$ cat src/rtl/serial_cla_pkg.sv
// serial_cla_pkg: shared FSM state type and slice width for the serial CLA adder
package serial_cla_pkg;
    localparam int NIBBLE_W = 4;
    typedef enum logic [1:0] {IDLE, CALC, DONE} state_t;
endpackage

$ cat src/rtl/cla_slice4.sv
// cla_slice4: 4-bit generate/propagate carry-look-ahead adder slice
module cla_slice4 (
    input  logic [3:0] x,
    input  logic [3:0] y,
    input  logic       ci,
    output logic [3:0] s,
    output logic       co
);
    logic [3:0] g, p;
    logic       c1, c2, c3;
    assign g  = x & y;
    assign p  = x ^ y;
    // every carry is a flat function of g/p/ci, no ripple chain
    assign c1 = g[0] | (p[0] & ci);
    assign c2 = g[1] | (p[1] & g[0]) | (p[1] & p[0] & ci);
    assign c3 = g[2] | (p[2] & g[1]) | (p[2] & p[1] & g[0]) | (p[2] & p[1] & p[0] & ci);
    assign co = g[3] | (p[3] & g[2]) | (p[3] & p[2] & g[1]) | (p[3] & p[2] & p[1] & g[0])
              | (p[3] & p[2] & p[1] & p[0] & ci);
    assign s  = p ^ {c3, c2, c1, ci};
endmodule

$ cat src/rtl/serial_cla_adder16.sv
// serial_cla_adder16: nibble-serial adder time-sharing one 4-bit CLA slice
// Optional signed-overflow output enabled by defining SERIAL_CLA_OVF_EN.
module serial_cla_adder16
    import serial_cla_pkg::*;
#(
    parameter  int NIBBLES = 4,
    localparam int W       = NIBBLE_W * NIBBLES
) (
    input  logic         clk,
    input  logic         rst_n,
    input  logic         in_valid,
    output logic         in_ready,
    input  logic [W-1:0] a,
    input  logic [W-1:0] b,
    input  logic         cin,
    output logic         out_valid,
    input  logic         out_ready,
    output logic [W-1:0] sum,
    output logic         cout
`ifdef SERIAL_CLA_OVF_EN
    ,
    output logic         ovf
`endif
);
    localparam int IW = (NIBBLES > 1) ? $clog2(NIBBLES) : 1;

    state_t               state;
    logic [IW-1:0]        idx;
    logic                 carry;
    logic [W-1:0]         a_r, b_r;
    logic [NIBBLE_W-1:0]  s;
    logic                 co;

    cla_slice4 u_slice (
        .x  (a_r[idx*NIBBLE_W +: NIBBLE_W]),
        .y  (b_r[idx*NIBBLE_W +: NIBBLE_W]),
        .ci (carry),
        .s  (s),
        .co (co)
    );

    assign in_ready  = (state == IDLE);
    assign out_valid = (state == DONE);

    always_ff @(posedge clk or negedge rst_n) begin
        if (!rst_n) begin
            state <= IDLE;
            idx   <= '0;
            carry <= 1'b0;
            a_r   <= '0;
            b_r   <= '0;
            sum   <= '0;
            cout  <= 1'b0;
`ifdef SERIAL_CLA_OVF_EN
            ovf   <= 1'b0;
`endif
        end else begin
            case (state)
                IDLE: if (in_valid) begin
                    a_r   <= a;
                    b_r   <= b;
                    carry <= cin;
                    idx   <= '0;
                    sum   <= '0;
                    cout  <= 1'b0;
`ifdef SERIAL_CLA_OVF_EN
                    ovf   <= 1'b0;
`endif
                    state <= CALC;
                end
                CALC: begin
                    sum[idx*NIBBLE_W +: NIBBLE_W] <= s;
                    carry <= co;
                    idx   <= idx + 1'b1;
                    if (idx == IW'(NIBBLES - 1)) begin
                        cout  <= co;
`ifdef SERIAL_CLA_OVF_EN
                        ovf   <= (a_r[W-1] == b_r[W-1]) && (s[NIBBLE_W-1] != a_r[W-1]);
`endif
                        state <= DONE;
                    end
                end
                DONE: if (out_ready) state <= IDLE;
                default: state <= IDLE;
            endcase
        end
    end
endmodule

$ cat config.mk
export PLATFORM = sky130hd
export DESIGN_NAME = serial_cla_adder16
export DESIGN_NICKNAME = d
export VERILOG_FILES = /design/src/rtl/serial_cla_pkg.sv /design/src/rtl/cla_slice4.sv /design/src/rtl/serial_cla_adder16.sv
export SDC_FILE = /design/constraint.sdc
export NUM_CORES = 1
export LEC_CHECK = 0
export ABC_AREA = 1
export ABC_CLOCK_PERIOD_IN_PS = 2600
export CAP_MARGIN = 20
export CORE_MARGIN = 3
export CORE_UTILIZATION = 50
export DETAILED_ROUTE_END_ITERATION = 6
export GPL_TIMING_DRIVEN = 0
export PLACE_DENSITY_LB_ADDON = 0.2
export SETUP_SLACK_MARGIN = 0.02
export SLEW_MARGIN = 30
export SYNTH_ARGS = -nofsm -noshare
export SYNTH_HDL_FRONTEND = slang
export SYNTH_SLANG_ARGS = --single-unit
export TNS_END_PERCENT = 20
$ cat constraint.sdc
create_clock -name clk -period 2.6 [get_ports clk]
set_input_delay 0.78 -clock clk [delete_from_list [all_inputs] [get_ports clk]]
set_output_delay 0.78 -clock clk [all_outputs]
set_load 0.005 [all_outputs]
Word level (Yosys, flattened, before mapping)

Cells that the tools add are included.

Input bits: 37
Flip-flop bits (word level): 54
Word-level logic and storage cells: 68

Muxes and demuxes: 14
Shift operators: 4
Equality and inequality tests: 6
Add/subtract/negate cells: 2
Reductions and logical operators: 6
Bitwise operators: 29

Operators with widths:

| kind                                                                     | count |
|---|---|
| 4-bit negation with 34-bit output                                        | 1 |
| 4-bit by 34-bit variable shift with 16-bit output (first input constant) | 1 |
| 4-bit by 34-bit indexed part select with 16-bit output                   | 1 |
| 16-bit case mux with 2 select lines                                      | 1 |
| 16-bit by 5-bit indexed part select with 4-bit output                    | 2 |
| 1-bit bitwise AND                                                        | 16 |
| 16-bit bitwise mux                                                       | 1 |
| 16-bit two-way mux                                                       | 1 |
| 1-bit bitwise OR                                                         | 10 |
| 2-bit two-way mux                                                        | 4 |
| 4-bit XOR                                                                | 2 |
| 2-bit case mux with 3 select lines                                       | 1 |
| 3-bit AND reduction                                                      | 2 |
| 4-bit bitwise AND                                                        | 1 |
| 2-bit equality test (second input constant)                              | 2 |
| 2-bit inequality test (second input constant)                            | 2 |
| 1-bit case mux with 2 select lines                                       | 2 |
| 2-bit case mux with 2 select lines                                       | 1 |
| 2-bit AND reduction                                                      | 2 |
| 1-bit two-way mux                                                        | 3 |
| 2-bit by 1-bit adder with 2-bit output (second input constant)           | 1 |
| 2-bit by 1-bit equality test with 1-bit output (second input constant)   | 1 |
| 2-bit zero test                                                          | 1 |
| 2-bit by 1-bit inequality test with 1-bit output (second input constant) | 1 |
| 2-bit nonzero test                                                       | 1 |

Logic depth before layout (Yosys ltp)

Depth after elaboration: 10
Gate-level depth with buffers: 14
Depth with buffers taken out: 13

By module

Synthesis repeated with hierarchy kept, for this count alone.

Cell total of the unflattened synthesis: 361
Area, all modules: 2781.4 um^2

Modules (own cells, without submodules):

| module             | area an instance (um^2) | instances | cells an instance | seq. area each (um^2) |
|---|---|---|---|---|
| serial_cla_adder16 | 2592.5                  | 1         | 330               | 1351.3 |
| cla_slice4         | 188.9                   | 1         | 31                | 0.0 |

Least setup slack after synthesis

No wires, ideal clock.

Path kind: reg-to-reg
Start point: reg idx[0]
End point: reg sum[14]
Arrival: 1994 ps
Setup slack: 541 ps
Stages on the path, launching flop included: 12
Period minus slack after synthesis: 2059 ps
Buffers on the path: 1
Path through: dfrtp_1 -> inv_2 -> clkbuf_1 -> nor2_1 -> o22ai_1 -> ha_1 -> nand3_1 -> nand3_1 -> xor2_1 -> nor2_1 -> nand3_1 -> nand2_1

Word-level cells in the longest chain between the ends: 10
Elaborated cells between the ends (all ways): 25
Those cells by class: add/sub: 1; shift: 4; mux: 2; bitwise: 18

Ends and longest elaborated chain:

| what                                                                            | RTL line                                           | source |
|---|---|---|
| from (decl)                                                                     | serial_cla_adder16.sv:28                           | `logic [IW-1:0] idx;` |
| from (signal assigned)                                                          | serial_cla_adder16.sv:74                           | `idx <= idx + 1'b1;` |
| 16-bit by 5-bit indexed part select with 4-bit output, on equally long branches | serial_cla_adder16.sv:35, serial_cla_adder16.sv:36 |  |
| 4-bit XOR or 4-bit bitwise AND (tied branches)                                  | cla_slice4.sv:12, cla_slice4.sv:11                 |  |
| 1-bit bitwise AND                                                               | cla_slice4.sv:16                                   | `assign c3 = g[2] \| (p[2] & g[1]) \| (p[2] & p[1] & g[0]) \| (p[2] & p[1] & p[0] & ci);` |
| 1-bit bitwise OR or 1-bit bitwise AND (tied branches) (2 in a row)              | cla_slice4.sv:16                                   |  |
| 1-bit bitwise OR                                                                | cla_slice4.sv:16                                   |  |
| 4-bit XOR                                                                       | cla_slice4.sv:19                                   | `assign s = p ^ {c3, c2, c1, ci};` |
| 4-bit by 34-bit indexed part select with 16-bit output                          | serial_cla_adder16.sv:72                           | `sum[idx*NIBBLE_W +: NIBBLE_W] <= s;` |
| 16-bit bitwise mux *                                                            | serial_cla_adder16.sv:72                           |  |
| 16-bit case mux with 2 select lines *                                           | serial_cla_adder16.sv:58                           | `case (state)` |
| to (signal, indexed assignment)                                                 | serial_cla_adder16.sv:72                           |  |
| to (decl)                                                                       | serial_cla_adder16.sv:18                           | `output logic [W-1:0] sum,` |

Mark *: on every way between the ends. The rest lies on a longest branch, timed or not.
A chain may end at the register's enable or synchronous reset.

Final worst setup path

Start point: reg idx[0]
End point: reg sum[7]

The elaborated chain is that of the path after synthesis.

==> summary.md <==
| Metric | Value |
|---|---|
| Status | completed |
| Routed Antenna Nets | 0 |
| Iter 0 DRT Violations | 119 |
| Critical path type | reg2reg |
| Yosys top cell area share | 0.520 |
| PortBufs | 55 |
| Core area | 0.00488 mm2 |
| Area Overhead vs Synth | 29.7% |
| CP Max Fanout | 11 |
| Fin Hold WS | 0.368 ns |
| Final hold violation count | 0 |
| I/O pin cnt | 56 |
| CTS tree | done |
| Net switching power | 1.95 mW |
| First-pass GRT wire length | 9.93 mm |
| Clock share of power | 0.110 |
| Crit path largest cell delay | 0.48 ns |
| CP Data Arrival Time | 2.61 ns |
| Worst setup EP type | flop |
| LEAKAGE | 1.68 nW |
| Post-route DRC | 0 |
| Gr ovfl total | 0 |
| Register area | 0.00135 mm2 |
| Mapped Avg Cell Area | 8.17 um2 |
| Area of the multi-input gates | 0.00111 mm2 |
| Slew margin rel. | 0.740 |
| Share of layout cells above drive strength 1 | 0.0938 |
| Worst reg2reg setup slack | 0.25 ns |
| Minimum clock period after layout | 2.35 ns |
| Site Rows | 25 |
| Total GRT Usage | 0.206 |
| Insertion delay to the later sink of the worst-skew pair | 0.31 ns |
| Clock input transition at the sequential cells of the worst setup and hold paths | 0.10 ns |
| Peak VDD IR | 0.648 mV |
| Max_cap viols | 0 |
| Cell area after synthesis | 0.00260 mm2 |
| Most frequent cells in the layout | nand2_1 (131), clkdlybuf4s50_1 (54), dfrtp_1 (53) |
| Seq/Total Area, Yosys | 0.520 |
| CTS sink count | 54 |
| Antenna violations before repair | 0 |
| FF-to-FF Start | idx[0] |
| Synth area leader | dfrtp_1 |
| Period utilisation layout | 0.904 |
| CP top delay family | simple AND/OR/NAND/NOR gates |
| CP max stage cell | dfrtp_2 |
| Critical path depth | 14 |
| Post-layout net count | 430 |
| Worst path required time | 2.86 ns |
| Most used cell, CP | nand2_1 |
| Commonest non-fill, non-tap cell in the layout | nand2_1 |
| Cells along the critical path | inv_2, clkbuf_2, nor2_1, o22ai_1, ha_1, nand2_1, nand2_1, nor2_1, nand2_1, nand2_1, nand3_1, nor2_1, nand2_1, nand2_1 |
| Drt pass-1 iters | 4 |
| Startpoint Class | flop |
| Final Skew | 0.0105 ns |
| Die area | 0.00610 mm2 |
| Slew Limit Fails | 0 |
| CTS buffer count | 5 |
| Cts hold-fix bufs | 0 |
| Power, Total | 4.37 mW |
| Crit path from | idx[0] |
| Final wirelength | 5.90 mm |
| Setup WS pre-CTS | 0.0845 ns |
| Die height | 78.1 um |
| Area post-placement | 0.00325 mm2 |
| Filler cell count | 434 |
| Top post-synthesis cells by area | dfrtp_1 (52%), nand2_1 (19%), o21ai_0 (4.4%) |
| Reg-to-Reg End | sum[7] |
| Synthesized flop and latch total | 54 |
| Ant diodes | 0 |
| Clock buffer depth | 2 |
| Root buffer cell | clkbuf_8 |
| Worst Setup EP | sum[7] |
| Buf+Inv Stages, Crit Path | 2 |
| Setup-failing EPs final | 0 |
| H-tree levels | 2 |
| Average wire per standard cell | 13.1 um |
| Initial Util | 0.533 |
| Pwr dens | 1300 mW/mm2 |
| Yosys Warn Count | 0 |
| Largest net degree at the start of global routing | 29 |
| Pint | 2.43 mW |
| Worst-Margin Slew | 0.390 ns |
| Reg2Reg Depth | 14 |
| Final worst slack | 0.250 ns |
| Seq pwr share | 0.333 |
| Vias in the first global route | 2,175 |
| HP Class | in2async |
| FMAX | 426 MHz |
| Gate power share | 0.557 |
| Switching share of power | 0.445 |
| Unrepaired setup endpoints after global routing | false |
| Non-filler instance count after layout | 451 |
| Synth Instances | 318 |
| DPL Wire Length | 4.43 mm |
| Chip Width | 78.1 um |
| Vias | 2,315 |
| Net Count, Synth | 365 |
| Cell variety after synth | 21 |
| Design area | 0.00337 mm2 |
| Vias per inst | 5.13 |
| Routability cong. | 0.886 |
| Number of cells after detailed placement | 441 |
per-layer routing:
layer | wire length, um | vias up | part of all wire | GRT usage
li1 | - | 1143 | - | -
met1 | 2580 | 1092 | 0.44 | 0.258
met2 | 2910 | 72 | 0.49 | 0.359
met3 | 326 | 8 | 0.055 | 0.0424
met4 | 79 | 0 | 0.013 | 0.0629
met5 | 0 | - | 0 | 0
logic make-up (layout without fill, tap and decap cells):
logic type	count (synthesis)	in the layout	synth area share
XOR/XNOR	3	3	0.0101
AND/OR/NAND/NOR	179	179	0.281
flip-flops	54	54	0.520
AO/OA/AOI/OAI	41	41	0.0857
adder cells (fa/ha/maj)	10	10	0.0510
buffers and inverters	31	97	0.0525
worst min path at each step:
stage                   end  slack (ns)  depth (start not counted)
floorplan           a_r[10]        0.44                          2
global placement     a_r[4]        0.46                          2
detailed placement   a_r[5]        0.46                          2
CTS                  sum[0]        0.38                          1
global route        sum[10]        0.38                          1
finish               sum[0]        0.37                          1
cell usage after synthesis, drive strengths merged:
| library cell | instances |
|---|---|
| inv | 19 |
| o22ai | 8 |
| dfrtp | 54 |
| buf | 8 |
| o21ai | 30 |
| nand2 | 133 |
| o31ai | 3 |
| nand4 | 3 |
| xnor2 | 1 |
| nand3 | 17 |
| ha | 9 |
| clkbuf | 4 |
| nor2 | 26 |
| xor2 | 2 |
| fa | 1 |
cell type report:
class / count / area share
multi-input combinational: 233 / 0.330
clock inverter: 1 / 0.00149
buffer: 12 / 0.0215
tap: 67 / 0.0249
inverter: 19 / 0.0223
clock buffer: 7 / 0.0256
timing repair buffer: 58 / 0.173
sequential: 54 / 0.401
state kept, by name (all words and copies together) (netlist names):
register  count
state         2
carry         1
b_r          16
idx           2
sum          16
a_r          16
cout          1
worst register-to-register path, cell delays in order (launching register included):
cell      delay (ns)
dfrtp_2         0.48
inv_2           0.08
clkbuf_2        0.24
nor2_1          0.06
o22ai_1         0.24
ha_1            0.34
nand2_1         0.09
nand2_1         0.05
nor2_1          0.16
nand2_1         0.07
nand2_1         0.10
nand3_1         0.10
nor2_1          0.17
nand2_1         0.08
nand2_1         0.06
what timing repair did:
| action | CTS | global route |
|---|---|---|
| buffers inserted | 0 | 2 |
| gates resized for setup | 0 | 12 |
| hold endpoints to repair | 0 | 0 |
| setup endpoints to repair | 0 | 11 |
power groups by stage:
stage | combinational [mW] | sequential (mW) | clock (mW)
floorplan | 1.65 | 1.41 | 0
global placement | 2.33 | 1.45 | 0
detailed placement | 2.39 | 1.47 | 0
CTS | 2.40 | 1.45 | 0.493
global route | 2.80 | 1.50 | 0.516
finish | 2.44 | 1.46 | 0.482
stage by stage:
step | TNS [ns] | util
3_3_place_gp | -43.27 | 0.663
6_report | 0 | 0.691
3_5_place_dp | 0 | 0.666
2_1_floorplan | 0 | -
4_1_cts | 0 | 0.685
5_1_grt | 0 | 0.691
No activity file was read; power rests on OpenSTA's default activity.
